`config.mk`:
```
export PLATFORM = sky130hd
export DESIGN_NAME = pom_lock_manager_flat
export DESIGN_NICKNAME = d
export VERILOG_FILES = /design/src/rtl/pom_lock_manager_pkg.sv /design/src/rtl/pom_lock_manager_if.sv /design/src/rtl/pom_lock_manager_table.sv /design/src/rtl/pom_lock_manager.sv /design/src/flat_wrapper.sv
export SDC_FILE = /design/constraint.sdc
export NUM_CORES = 1
export LEC_CHECK = 0
export CAP_MARGIN = 20
export CELL_PAD_IN_SITES_DETAIL_PLACEMENT = 1
export CELL_PAD_IN_SITES_GLOBAL_PLACEMENT = 2
export CORE_MARGIN = 4
export CORE_UTILIZATION = 37
export DETAILED_ROUTE_END_ITERATION = 10
export MAX_ROUTING_LAYER = met4
export PLACE_DENSITY_LB_ADDON = 0.08
export SYNTH_ARGS = -nofsm -noshare
export SYNTH_HDL_FRONTEND = slang
export SYNTH_SLANG_ARGS = --single-unit
```
`constraint.sdc`:
```
create_clock -name clk -period 12.71 [get_ports clk]
set_input_delay 2.542 -clock clk [delete_from_list [all_inputs] [get_ports clk]]
set_output_delay 2.542 -clock clk [all_outputs]
set_load 0.03 [all_outputs]
```
`src/rtl/pom_lock_manager_pkg.sv`:
```
// Shared definitions for the hardware lock manager: command/ack codes,
// field positions inside the 64-bit command and ack words, FSM state type.
package pom_lock_manager_pkg;

  localparam logic [7:0] CMD_LOCK_CODE   = 8'h04;
  localparam logic [7:0] CMD_UNLOCK_CODE = 8'h06;
  localparam logic [7:0] ACK_OK_CODE     = 8'h01;
  localparam logic [7:0] ACK_REJECT_CODE = 8'h00;

  localparam int CMD_TYPE_L   = 0;
  localparam int CMD_TYPE_H   = 7;
  localparam int LOCK_ID_L    = 8;
  localparam int LOCK_ID_H    = 15;
  localparam int LOCK_ID_BITS = LOCK_ID_H - LOCK_ID_L + 1;

  localparam int ACK_CODE_L   = 0;
  localparam int ACK_CODE_H   = 7;
  localparam int ACK_LOCKID_L = 8;
  localparam int ACK_LOCKID_H = 15;

  typedef enum logic [1:0] {IDLE, EXEC, ACK} LockFsm_t;

endpackage

```
`src/rtl/pom_lock_manager_if.sv`:
```
// Command stream in / ack stream out of the lock manager.
//   cmd_in_*  : command word, valid/ready handshake, requester id
//   ack_out_* : ack word, valid/ready handshake, destination id
// master = command source / ack sink, slave = lock manager.
interface pom_lock_manager_if #(
  parameter int ACC_ID_BITS = 8
);
  logic [63:0]            cmd_in_tdata;
  logic                   cmd_in_tvalid;
  logic                   cmd_in_tready;
  logic [ACC_ID_BITS-1:0] cmd_in_tid;

  logic [63:0]            ack_out_tdata;
  logic                   ack_out_tvalid;
  logic                   ack_out_tready;
  logic [ACC_ID_BITS-1:0] ack_out_tdest;

  modport master (
    output cmd_in_tdata, cmd_in_tvalid, cmd_in_tid, ack_out_tready,
    input  cmd_in_tready, ack_out_tdata, ack_out_tvalid, ack_out_tdest
  );

  modport slave (
    input  cmd_in_tdata, cmd_in_tvalid, cmd_in_tid, ack_out_tready,
    output cmd_in_tready, ack_out_tdata, ack_out_tvalid, ack_out_tdest
  );
endinterface

```
`src/rtl/pom_lock_manager_table.sv`:
```
// Per-lock ownership table: busy bit and owner id for each lock.
// Combinational lookup of one lock id, single write port (acquire/release).
// Ports:
//   clk, rst          clock, async active-high reset
//   id, tid           lock id to look up / modify, requesting accelerator
//   acquire, release_op  one-cycle write strobes (mutually exclusive)
//   hit_free          looked-up lock is free
//   owner_match       looked-up lock is busy and owned by tid
//   id_in_range       id < NUM_LOCKS
//   busy              busy vector, bit i = lock i owned
module pom_lock_manager_table
  import pom_lock_manager_pkg::*;
#(
  parameter int NUM_LOCKS   = 16,
  parameter int ACC_ID_BITS = 8
) (
  input  logic                    clk,
  input  logic                    rst,
  input  logic [LOCK_ID_BITS-1:0] id,
  input  logic [ACC_ID_BITS-1:0]  tid,
  input  logic                    acquire,
  input  logic                    release_op,
  output logic                    hit_free,
  output logic                    owner_match,
  output logic                    id_in_range,
  output logic [NUM_LOCKS-1:0]    busy
);

  logic [NUM_LOCKS-1:0]   busy_q;
  logic [ACC_ID_BITS-1:0] owner_q [NUM_LOCKS];

  assign busy        = busy_q;
  // Full-width compare: ids beyond the pool never alias onto a real lock.
  assign id_in_range = (int'(id) < NUM_LOCKS);

  always_comb begin
    hit_free    = 1'b0;
    owner_match = 1'b0;
    for (int i = 0; i < NUM_LOCKS; i++) begin
      if (id == LOCK_ID_BITS'(i)) begin
        hit_free    = !busy_q[i];
        owner_match = busy_q[i] && (owner_q[i] == tid);
      end
    end
  end

  always_ff @(posedge clk or posedge rst) begin
    if (rst) begin
      busy_q <= '0;
      for (int i = 0; i < NUM_LOCKS; i++) owner_q[i] <= '0;
    end else begin
      for (int i = 0; i < NUM_LOCKS; i++) begin
        if (id == LOCK_ID_BITS'(i)) begin
          if (acquire) begin
            busy_q[i]  <= 1'b1;
            owner_q[i] <= tid;
          end else if (release_op) begin
            busy_q[i] <= 1'b0;
          end
        end
      end
    end
  end

endmodule

```
`src/rtl/pom_lock_manager.sv`:
```
// Hardware mutex pool: accepts lock/unlock commands, tracks ownership and
// returns OK/REJECT acks for lock commands to the requesting accelerator.
// Ports:
//   clk, rst        clock, async active-high reset
//   bus             command in / ack out streams (slave side)
//   lock_busy       bit i set while lock i is owned
//   grant_cnt       saturating count of OK acks
//   reject_cnt      saturating count of REJECT acks
//   err_sticky      set on bad unlock, out-of-range lock, unknown code
//   err_clr         pulse to clear err_sticky (a same-cycle error wins)
//
// state | meaning
// IDLE  | ready for a command
// EXEC  | one cycle: table lookup/update, build ack or finish unlock
// ACK   | ack held valid until the downstream takes it
module pom_lock_manager
  import pom_lock_manager_pkg::*;
#(
  parameter int NUM_LOCKS   = 16,
  parameter int ACC_ID_BITS = 8,
  parameter int CNT_BITS    = 32
) (
  input  logic                 clk,
  input  logic                 rst,
  pom_lock_manager_if.slave    bus,
  output logic [NUM_LOCKS-1:0] lock_busy,
  output logic [CNT_BITS-1:0]  grant_cnt,
  output logic [CNT_BITS-1:0]  reject_cnt,
  output logic                 err_sticky,
  input  logic                 err_clr
);

  localparam logic [1:0] ST_IDLE = IDLE;
  localparam logic [1:0] ST_EXEC = EXEC;
  localparam logic [1:0] ST_ACK  = ACK;

  logic [1:0]              state;
  logic                    rdy_q;
  logic [7:0]              code_q;
  logic [LOCK_ID_BITS-1:0] id_q;
  logic [ACC_ID_BITS-1:0]  tid_q;
  logic                    ack_vld;
  logic [63:0]             ack_data;
  logic [ACC_ID_BITS-1:0]  ack_dest;

  logic hit_free, owner_match, id_in_range;
  logic accept, in_exec, is_lock, is_unlock;
  logic grant_ok, unlock_ok, err_set;

  // Upper command bits carry no meaning for this block.
  logic unused_cmd_bits;
  assign unused_cmd_bits = ^bus.cmd_in_tdata[63:LOCK_ID_H+1];

  assign bus.cmd_in_tready  = rdy_q;
  assign bus.ack_out_tvalid = ack_vld;
  assign bus.ack_out_tdata  = ack_data;
  assign bus.ack_out_tdest  = ack_dest;

  assign accept    = rdy_q && bus.cmd_in_tvalid;
  assign in_exec   = (state == ST_EXEC);
  assign is_lock   = (code_q == CMD_LOCK_CODE);
  assign is_unlock = (code_q == CMD_UNLOCK_CODE);
  assign grant_ok  = in_exec && is_lock && id_in_range && hit_free;
  assign unlock_ok = in_exec && is_unlock && id_in_range && owner_match;
  assign err_set   = in_exec && ((is_lock && !id_in_range) ||
                                 (is_unlock && !(id_in_range && owner_match)) ||
                                 (!is_lock && !is_unlock));

  pom_lock_manager_table #(
    .NUM_LOCKS  (NUM_LOCKS),
    .ACC_ID_BITS(ACC_ID_BITS)
  ) u_table (
    .clk        (clk),
    .rst        (rst),
    .id         (id_q),
    .tid        (tid_q),
    .acquire    (grant_ok),
    .release_op (unlock_ok),
    .hit_free   (hit_free),
    .owner_match(owner_match),
    .id_in_range(id_in_range),
    .busy       (lock_busy)
  );

  // rdy_q is a flop rather than a decode of state so that it stays low
  // throughout reset and rises on the first edge after release.
  always_ff @(posedge clk or posedge rst) begin
    if (rst) begin
      state      <= ST_IDLE;
      rdy_q      <= 1'b0;
      code_q     <= '0;
      id_q       <= '0;
      tid_q      <= '0;
      ack_vld    <= 1'b0;
      ack_data   <= '0;
      ack_dest   <= '0;
      grant_cnt  <= '0;
      reject_cnt <= '0;
    end else begin
      case (state)
        ST_IDLE: begin
          if (accept) begin
            code_q <= bus.cmd_in_tdata[CMD_TYPE_H:CMD_TYPE_L];
            id_q   <= bus.cmd_in_tdata[LOCK_ID_H:LOCK_ID_L];
            tid_q  <= bus.cmd_in_tid;
            rdy_q  <= 1'b0;
            state  <= ST_EXEC;
          end else begin
            rdy_q <= 1'b1;
          end
        end
        ST_EXEC: begin
          if (is_lock) begin
            ack_vld  <= 1'b1;
            ack_dest <= tid_q;
            ack_data[ACK_CODE_H:ACK_CODE_L]     <= grant_ok ? ACK_OK_CODE : ACK_REJECT_CODE;
            ack_data[ACK_LOCKID_H:ACK_LOCKID_L] <= id_q;
            if (grant_ok) begin
              if (grant_cnt != '1) grant_cnt <= grant_cnt + CNT_BITS'(1);
            end else begin
              if (reject_cnt != '1) reject_cnt <= reject_cnt + CNT_BITS'(1);
            end
            state <= ST_ACK;
          end else begin
            rdy_q <= 1'b1;
            state <= ST_IDLE;
          end
        end
        ST_ACK: begin
          if (bus.ack_out_tready) begin
            ack_vld <= 1'b0;
            rdy_q   <= 1'b1;
            state   <= ST_IDLE;
          end
        end
        default: begin
          rdy_q <= 1'b0;
          state <= ST_IDLE;
        end
      endcase
    end
  end

  always_ff @(posedge clk or posedge rst) begin
    if (rst)          err_sticky <= 1'b0;
    else if (err_set) err_sticky <= 1'b1;
    else if (err_clr) err_sticky <= 1'b0;
  end

endmodule

```
`src/flat_wrapper.sv`:
```
// flat-port wrapper written by rule: the top's interface ports become plain ports
module pom_lock_manager_flat import pom_lock_manager_pkg::*;
#(
  parameter int NUM_LOCKS   = 16,
  parameter int ACC_ID_BITS = 8,
  parameter int CNT_BITS    = 32
)
  (clk, rst, lock_busy, grant_cnt, reject_cnt, err_sticky, err_clr, bus_cmd_in_tdata, bus_cmd_in_tvalid, bus_cmd_in_tid, bus_ack_out_tready, bus_cmd_in_tready, bus_ack_out_tdata, bus_ack_out_tvalid, bus_ack_out_tdest);
  pom_lock_manager_if #(.ACC_ID_BITS(ACC_ID_BITS)) bus_i ();
  input  logic clk;
  input  logic rst;
  output logic [NUM_LOCKS-1:0] lock_busy;
  output logic [CNT_BITS-1:0] grant_cnt;
  output logic [CNT_BITS-1:0] reject_cnt;
  output logic err_sticky;
  input  logic err_clr;
  input wire logic [$bits(bus_i.cmd_in_tdata)-1:0] bus_cmd_in_tdata;
  input wire logic [$bits(bus_i.cmd_in_tvalid)-1:0] bus_cmd_in_tvalid;
  input wire logic [$bits(bus_i.cmd_in_tid)-1:0] bus_cmd_in_tid;
  input wire logic [$bits(bus_i.ack_out_tready)-1:0] bus_ack_out_tready;
  output wire logic [$bits(bus_i.cmd_in_tready)-1:0] bus_cmd_in_tready;
  output wire logic [$bits(bus_i.ack_out_tdata)-1:0] bus_ack_out_tdata;
  output wire logic [$bits(bus_i.ack_out_tvalid)-1:0] bus_ack_out_tvalid;
  output wire logic [$bits(bus_i.ack_out_tdest)-1:0] bus_ack_out_tdest;
  assign bus_i.cmd_in_tdata = bus_cmd_in_tdata;
  assign bus_i.cmd_in_tvalid = bus_cmd_in_tvalid;
  assign bus_i.cmd_in_tid = bus_cmd_in_tid;
  assign bus_i.ack_out_tready = bus_ack_out_tready;
  assign bus_cmd_in_tready = bus_i.cmd_in_tready;
  assign bus_ack_out_tdata = bus_i.ack_out_tdata;
  assign bus_ack_out_tvalid = bus_i.ack_out_tvalid;
  assign bus_ack_out_tdest = bus_i.ack_out_tdest;
  pom_lock_manager #(.NUM_LOCKS(NUM_LOCKS), .ACC_ID_BITS(ACC_ID_BITS), .CNT_BITS(CNT_BITS)) u_core (.clk(clk), .rst(rst), .bus(bus_i), .lock_busy(lock_busy), .grant_cnt(grant_cnt), .reject_cnt(reject_cnt), .err_sticky(err_sticky), .err_clr(err_clr));
endmodule
```
# Word-level counts from Yosys, hierarchy flattened
# Index checks and enable logic that the tools add are counted.
[totals] reg_bits=261 inputBits=77 out_inout_bits=155 word_cells=230
[op_classes] add_sub_neg=2 order_cmp=1 n_eq_ne=41 muxes=48 bitwise=1 n_reduce_logical=94
[op_table] operator="$eq 8x8->1" n=16
[op_table] operator="$reduce_and 2->1" n=36
[op_table] operator="$add 32x1->32 const B" n=2
[op_table] operator="$eq 8x4->1 const B" n=8
[op_table] operator="$ne 32x32->1 const B" n=2
[op_table] operator="$eq 8x3->1 const B" n=6
[op_table] operator="$mux 1" n=42
[op_table] operator="$logic_and 1x1->1" n=28
[op_table] operator="$logic_not 1->1" n=20
[op_table] operator="$eq 8x2->1 const B" n=2
[op_table] operator="$eq 8x1->1 const B" n=1
[op_table] operator="$logic_not 8->1" n=1
[op_table] operator="$lt 8x5->1 const B" n=1
[op_table] operator="$reduce_and 4->1" n=2
[op_table] operator="$mux 2" n=3
[op_table] operator="$ne 2x2->1 const B" n=3
[op_table] operator="$pmux 2 s3" n=1
[op_table] operator="$reduce_bool 2->1" n=3
[op_table] operator="$pmux 1 s3" n=1
[op_table] operator="$reduce_and 3->1" n=1
[op_table] operator="$eq 2x1->1 const B" n=1
[op_table] operator="$eq 2x2->1 const B" n=1
[op_table] operator="$logic_not 2->1" n=1
[op_table] operator="$logic_or 1x1->1" n=2
[op_table] operator="3 further kinds" n=3

# Longest topological paths before layout
[depth] word_depth=25 mapped_depth=11 mapped_depth_nobuf=9

# Modules after synthesis
# From an unflattened synthesis, not the netlist that was laid out.
[hier_totals] hier_cells=1131 area_unflattened_um2=12888.6
[by_module_without_submodules] mod="pom_lock_manager_table" instances=1 cells_per_inst=618 area_each_um2=7435.9 seq_area_each_um2=3603.5
[by_module_without_submodules] mod="pom_lock_manager" instances=1 cells_per_inst=513 area_each_um2=5452.7 seq_area_each_um2=2752.6

# Worst setup path after synthesis
# No wires, ideal clock.
[synth_timing] path_type="input port to flip-flop" startpoint="input bus_cmd_in_tvalid" endpoint="register u_core.code_q[0]" setup_time_ns=0.125 arrival_time_ns=3.420 required_time_ns=12.585 path_slack_ns=9.165 cell_stages=3 n_path_buf=1 cell_sequence="nand3_1 -> clkbuf_1 -> mux2_2"
[synth_between] elab_chain_len=2
[synth_lines] item="from (decl)" line_no="flat_wrapper.sv:18" rtl="input wire logic [$bits(bus_i.cmd_in_tvalid)-1:0] bus_cmd_in_tvalid;"
[synth_lines] item="$logic_and 1x1->1" line_no="pom_lock_manager.sv:59" rtl="assign accept = rdy_q && bus.cmd_in_tvalid;"
[synth_lines] item="$reduce_and 2->1 (no line)"
[synth_lines] item="to (signal assigned)" line_no="pom_lock_manager.sv:103" rtl="code_q <= bus.cmd_in_tdata[CMD_TYPE_H:CMD_TYPE_L];"
[synth_lines] item="to (decl)" line_no="pom_lock_manager.sv:39" rtl="logic [7:0] code_q;"
# No other way between the ends.
# A chain may end at the register's enable or synchronous reset.

# Worst setup path in the final report
[layout_timing] startpoint="register u_core.id_q[1]" endpoint="register u_core.u_table.owner_q[26] (netlist bit)"
[layout_between] elab_chain_len=19 word_cells_on_any_way=36 cone_classes="order compare (1); eq/ne (15); mux (16); reduce/logical (4)"
[layout_lines] item="from (decl)" line_no="pom_lock_manager.sv:40" rtl="logic [LOCK_ID_BITS-1:0] id_q;"
[layout_lines] item="from (signal assigned)" line_no="pom_lock_manager.sv:104" rtl="id_q <= bus.cmd_in_tdata[LOCK_ID_H:LOCK_ID_L];"
[layout_lines] item="$logic_not 8->1" line_no="pom_lock_manager_table.sv:40" rtl="if (id == LOCK_ID_BITS'(i)) begin"
[layout_lines] item="$mux 1 (16 in series)" line_no="pom_lock_manager_table.sv:40"
[layout_lines] item="$logic_and 1x1->1" line_no="pom_lock_manager.sv:63" rtl="assign grant_ok = in_exec && is_lock && id_in_range && hit_free;"
[layout_lines] item="$reduce_and 2->1 (no line) *"
[layout_lines] item="to (signal, indexed assignment)" line_no="pom_lock_manager_table.sv:56" rtl="owner_q[i] <= tid;"
[layout_lines] item="to (decl)" line_no="pom_lock_manager_table.sv:30" rtl="logic [ACC_ID_BITS-1:0] owner_q [NUM_LOCKS];"
# Mark *: on every way between the ends. The rest lies on a longest branch, timed or not.

==> run_results.csv <==
group,metric,value,unit
outcome,outcome,"finished, final reports clean",
setup_path,r2r-end,"u_core.u_table.owner_q[26]",
global_route,grt_overflow,0,
detailed_routing,drt_iter0_markers,242,
layout,fin_area,0.0156,mm^2
min_path,hp-class,"reg2reg",
clocking,cts_made_buffers,31,
synth,synth_ff_type,"dfrtp_1",
global_route,grt_pass1_wl,54100,um
detailed_routing,routed_wl,33600,um
detailed_routing,maxUsedRoutingLayer,"met4",
layout,drive_gt1_share,19.2,%
synth,seq_area_frac_synth,49.2,%
sta,slew_headroom,32.8,%
floorplanning,die_y,195,um
placed_design,place_area,0.0144,mm^2
clocking,cts_hold_buffers,0,
setup_path,crit_fanout,48,
clocking,h-tree-depth,1,
detailed_routing,met2WireLength,16000,um
synth,synth_area_per_cell,11.1,um^2
pwr,seq_power_share,37.4,%
pwr,p_switching,0.900,mW
sta,rsz0062_at_grt,"no",
sta,fin_ws,8180,ps
layout,nets,1359,
floorplanning,initial_core_util,37.5,%
sta,fin_crit_sh,35.6,%
setup_path,arrival,4980,ps
sta,timing.final.hold_violations,0,
setup_path,worstRegToRegCells,8,
placed_design,pre_cts_ws,7970,ps
sta,hold_slack,474,ps
setup_path,crit_end,"u_core.u_table.owner_q[26]",
setup_path,start_kind,"flop",
clocking,ctsRootBufferMaster,"clkbuf_16",
detailed_routing,ant_nets,0,
floorplanning,die_w,195,um
synth,synth.area.top_cells,"dfrtp_1, mux2_2, xnor2_1",
detailed_routing,drt-met1-wl,15900,um
detailed_routing,via_count,8856,
pwr,switching_share,34.0,%
job,maxCapViolCount,0,
setup_path,cp-startpoint,"u_core.id_q[1]",
detailed_routing,drt-pass1-iter-count,4,
clocking,cts_tree,"yes",
synth,synth_edf_count,0,
synth,syn_area,0.0129,mm^2
pwr,p_leak,6.95,nW
detailed_routing,dr_wl_met3,1050,um
layout,area_growth,20.8,%
detailed_routing,viasPerCell,5.05,
floorplanning,die-area,0.0380,mm^2
detailed_routing,drcViolationCount,0,
global_route,grt_pass1_vias,9185,
pwr,clkPwrFrac,34.8,%
setup_path,cp.required,13160,ps
synth,synth_commonest_cells,"dfrtp_1, xnor2_1, mux2_2",
synth,async_reset_ff_share,100,%
pwr,comb_power_share,27.8,%
clocking,post_cts_resized,0,
pwr,ir_drop,112,uV
global_route,grt_max_degree,104,
placed_design,port_buffers,128,
pwr,p_total,2.64,mW
sta,fmax,0.221,GHz
sta,slew_viol_final,0,
floorplanning,fp.coreArea,0.0345,mm^2
setup_path,r2r_start,"u_core.id_q[1]",
synth,syn_inst,1163,
sta,setup_tns,0,ps
synth,synth_seq_cells,254,
synth,yosysTopAreaCell,"dfrtp_1",
placed_design,dp_hpwl,22400,um
clocking,cts_sinks,254,
setup_path,path_class,"reg2reg",
layout,n_antenna_cell,0,
setup_path,rrSetupSlack,8180,ps
pwr,powerDensity,170,mW/mm^2
sta,setup-violations-final,0,
global_route,antenna_found_initial,0,
detailed_routing,wl_per_cell,19.1,um
sta,tightestPinTransition,1000,ps
floorplanning,ioPinCount,232,
clocking,clock_latency,570,ps
clocking,cts_setup_buffers,0,
floorplanning,rows,68,
clocking,clkTransAtPathRegs,60,ps
setup_path,end_kind,"flop",
clocking,cts_max_path_buffers,3,
synth,yosys_warnings,48,
pwr,internal-power,1.74,mW
synth,post-synth-top-count-cell,"dfrtp_1",
synth,synth_cell_types,54,
sta,finalCriticalPeriod,4530,ps
global_route,grtUsageTotal,18.0,%
placed_design,place_congestion,0.755,
sta,skew,15.9,ps
synth,synth_top_area_share,49.2,%
## how the worst min path moves through the flow
| stage | from | cells past startpoint | endpoint |
|---|---|---|---|
| finish | u_core.bus.ack_out_tdest[1] | 2 | u_core.bus.ack_out_tdest[1] |
| global route | u_core.bus.ack_out_tdest[1] | 2 | u_core.bus.ack_out_tdest[1] |
| CTS | u_core.bus.ack_out_tdest[1] | 2 | u_core.bus.ack_out_tdest[1] |
| detailed placement | u_core.bus.ack_out_tdest[4] | 2 | u_core.bus.ack_out_tdest[4] |
| global placement | u_core.bus.ack_out_tdest[1] | 2 | u_core.bus.ack_out_tdest[1] |
| floorplan | u_core.code_q[3] | 1 | u_core.code_q[3] |
## logic make-up (layout without fill, tap and decap cells)
family                   count (synthesis)  after routing  share of synthesized area, %
AND/OR/NAND/NOR                        360            360                          14.6
flip-flops                             254            254                          49.2
XOR/XNOR                               190            190                          12.9
multiplexers                           157            157                          14.0
buffers and inverters                  140            223                          5.86
AO/OA/AOI/OAI                           55             55                          2.77
adder cells (fa/ha/maj)                  6              6                         0.581
other                                    1             55                        0.0290
## power by group through the flow
stage	combinational, mW	clock, mW	sequential [mW]
4_1_cts	0.753	0.951	0.994
3_3_place_gp	0.742	0	1.01
6_report	0.735	0.920	0.990
5_1_grt	0.807	0.982	1.01
3_5_place_dp	0.749	0	1.01
2_1_floorplan	0.543	0	0.974
## layout make-up
type                            instances  area (um^2)
Multi-Input combinational cell        823         6030
Sequential cell                       254         6360
Fill cell                            3732        18900
Inverter                               15         63.8
Timing Repair Buffer                  151         1500
Tap cell                              455          569
Clock inverter                          9          135
Clock buffer                           48          940
## registers in the layout, indices dropped and copies added, names as in the netlist
register,flops
u_core.reject_cnt,32
u_core.bus.ack_out_tvalid,1
u_core.u_table.busy,16
u_core.grant_cnt,32
u_core.code_q,8
u_core.bus.cmd_in_tready,1
u_core.state,2
u_core.err_sticky,1
u_core.bus.ack_out_tdest,8
u_core.tid_q,8
u_core.id_q,8
u_core.u_table.owner_q,128
u_core.bus.ack_out_tdata,9
## placed cells by master, fill, tap and decap left out, types with 3 or more instances in the layout
cell	count
clkbuf_16	31
clkbuf_8	10
or4_1	10
a21o_1	13
conb_1	55
o21ai_0	21
dfrtp_1	254
and4_1	3
clkbuf_1	7
bufinv_16	3
nor2b_1	6
nand2_1	113
nand4_1	41
clkinv_2	5
nor4_1	41
ha_1	6
and3_1	11
mux2_2	148
or2_2	7
xor2_1	38
xnor2_1	152
clkdlybuf4s50_1	128
nor2_1	20
inv_1	14
and2_1	3
buf_4	19
mux2_4	8
nand2b_1	4
nand3_1	60
nor3_1	24
a21oi_1	6
## critical path: stages (launching register included)
cell and delay [ps]:
dfrtp_1 680, and2_0 450, nand3_1 250, or4_1 810, nor2b_4 240, a311oi_4 480
buf_4 570, nand4_1 500, mux2_2 430
## per-layer routing
metal  vias up  global-route usage, %
met5         -                      -
met4         0                   3.36
met3        41                   2.20
met2       139                   28.9
met1      4532                   25.1
li1       4144                      -
## stage by stage
step | std cells | utilization (%)
final | 1755 | 45.3
after global routing | 1755 | 45.3
after CTS | 1751 | 45.0
after detailed placement | 1694 | 41.9
after global placement | 1694 | 41.9
after floorplan | 1217 | -
Note: power is estimated with default switching activity, not from simulation.
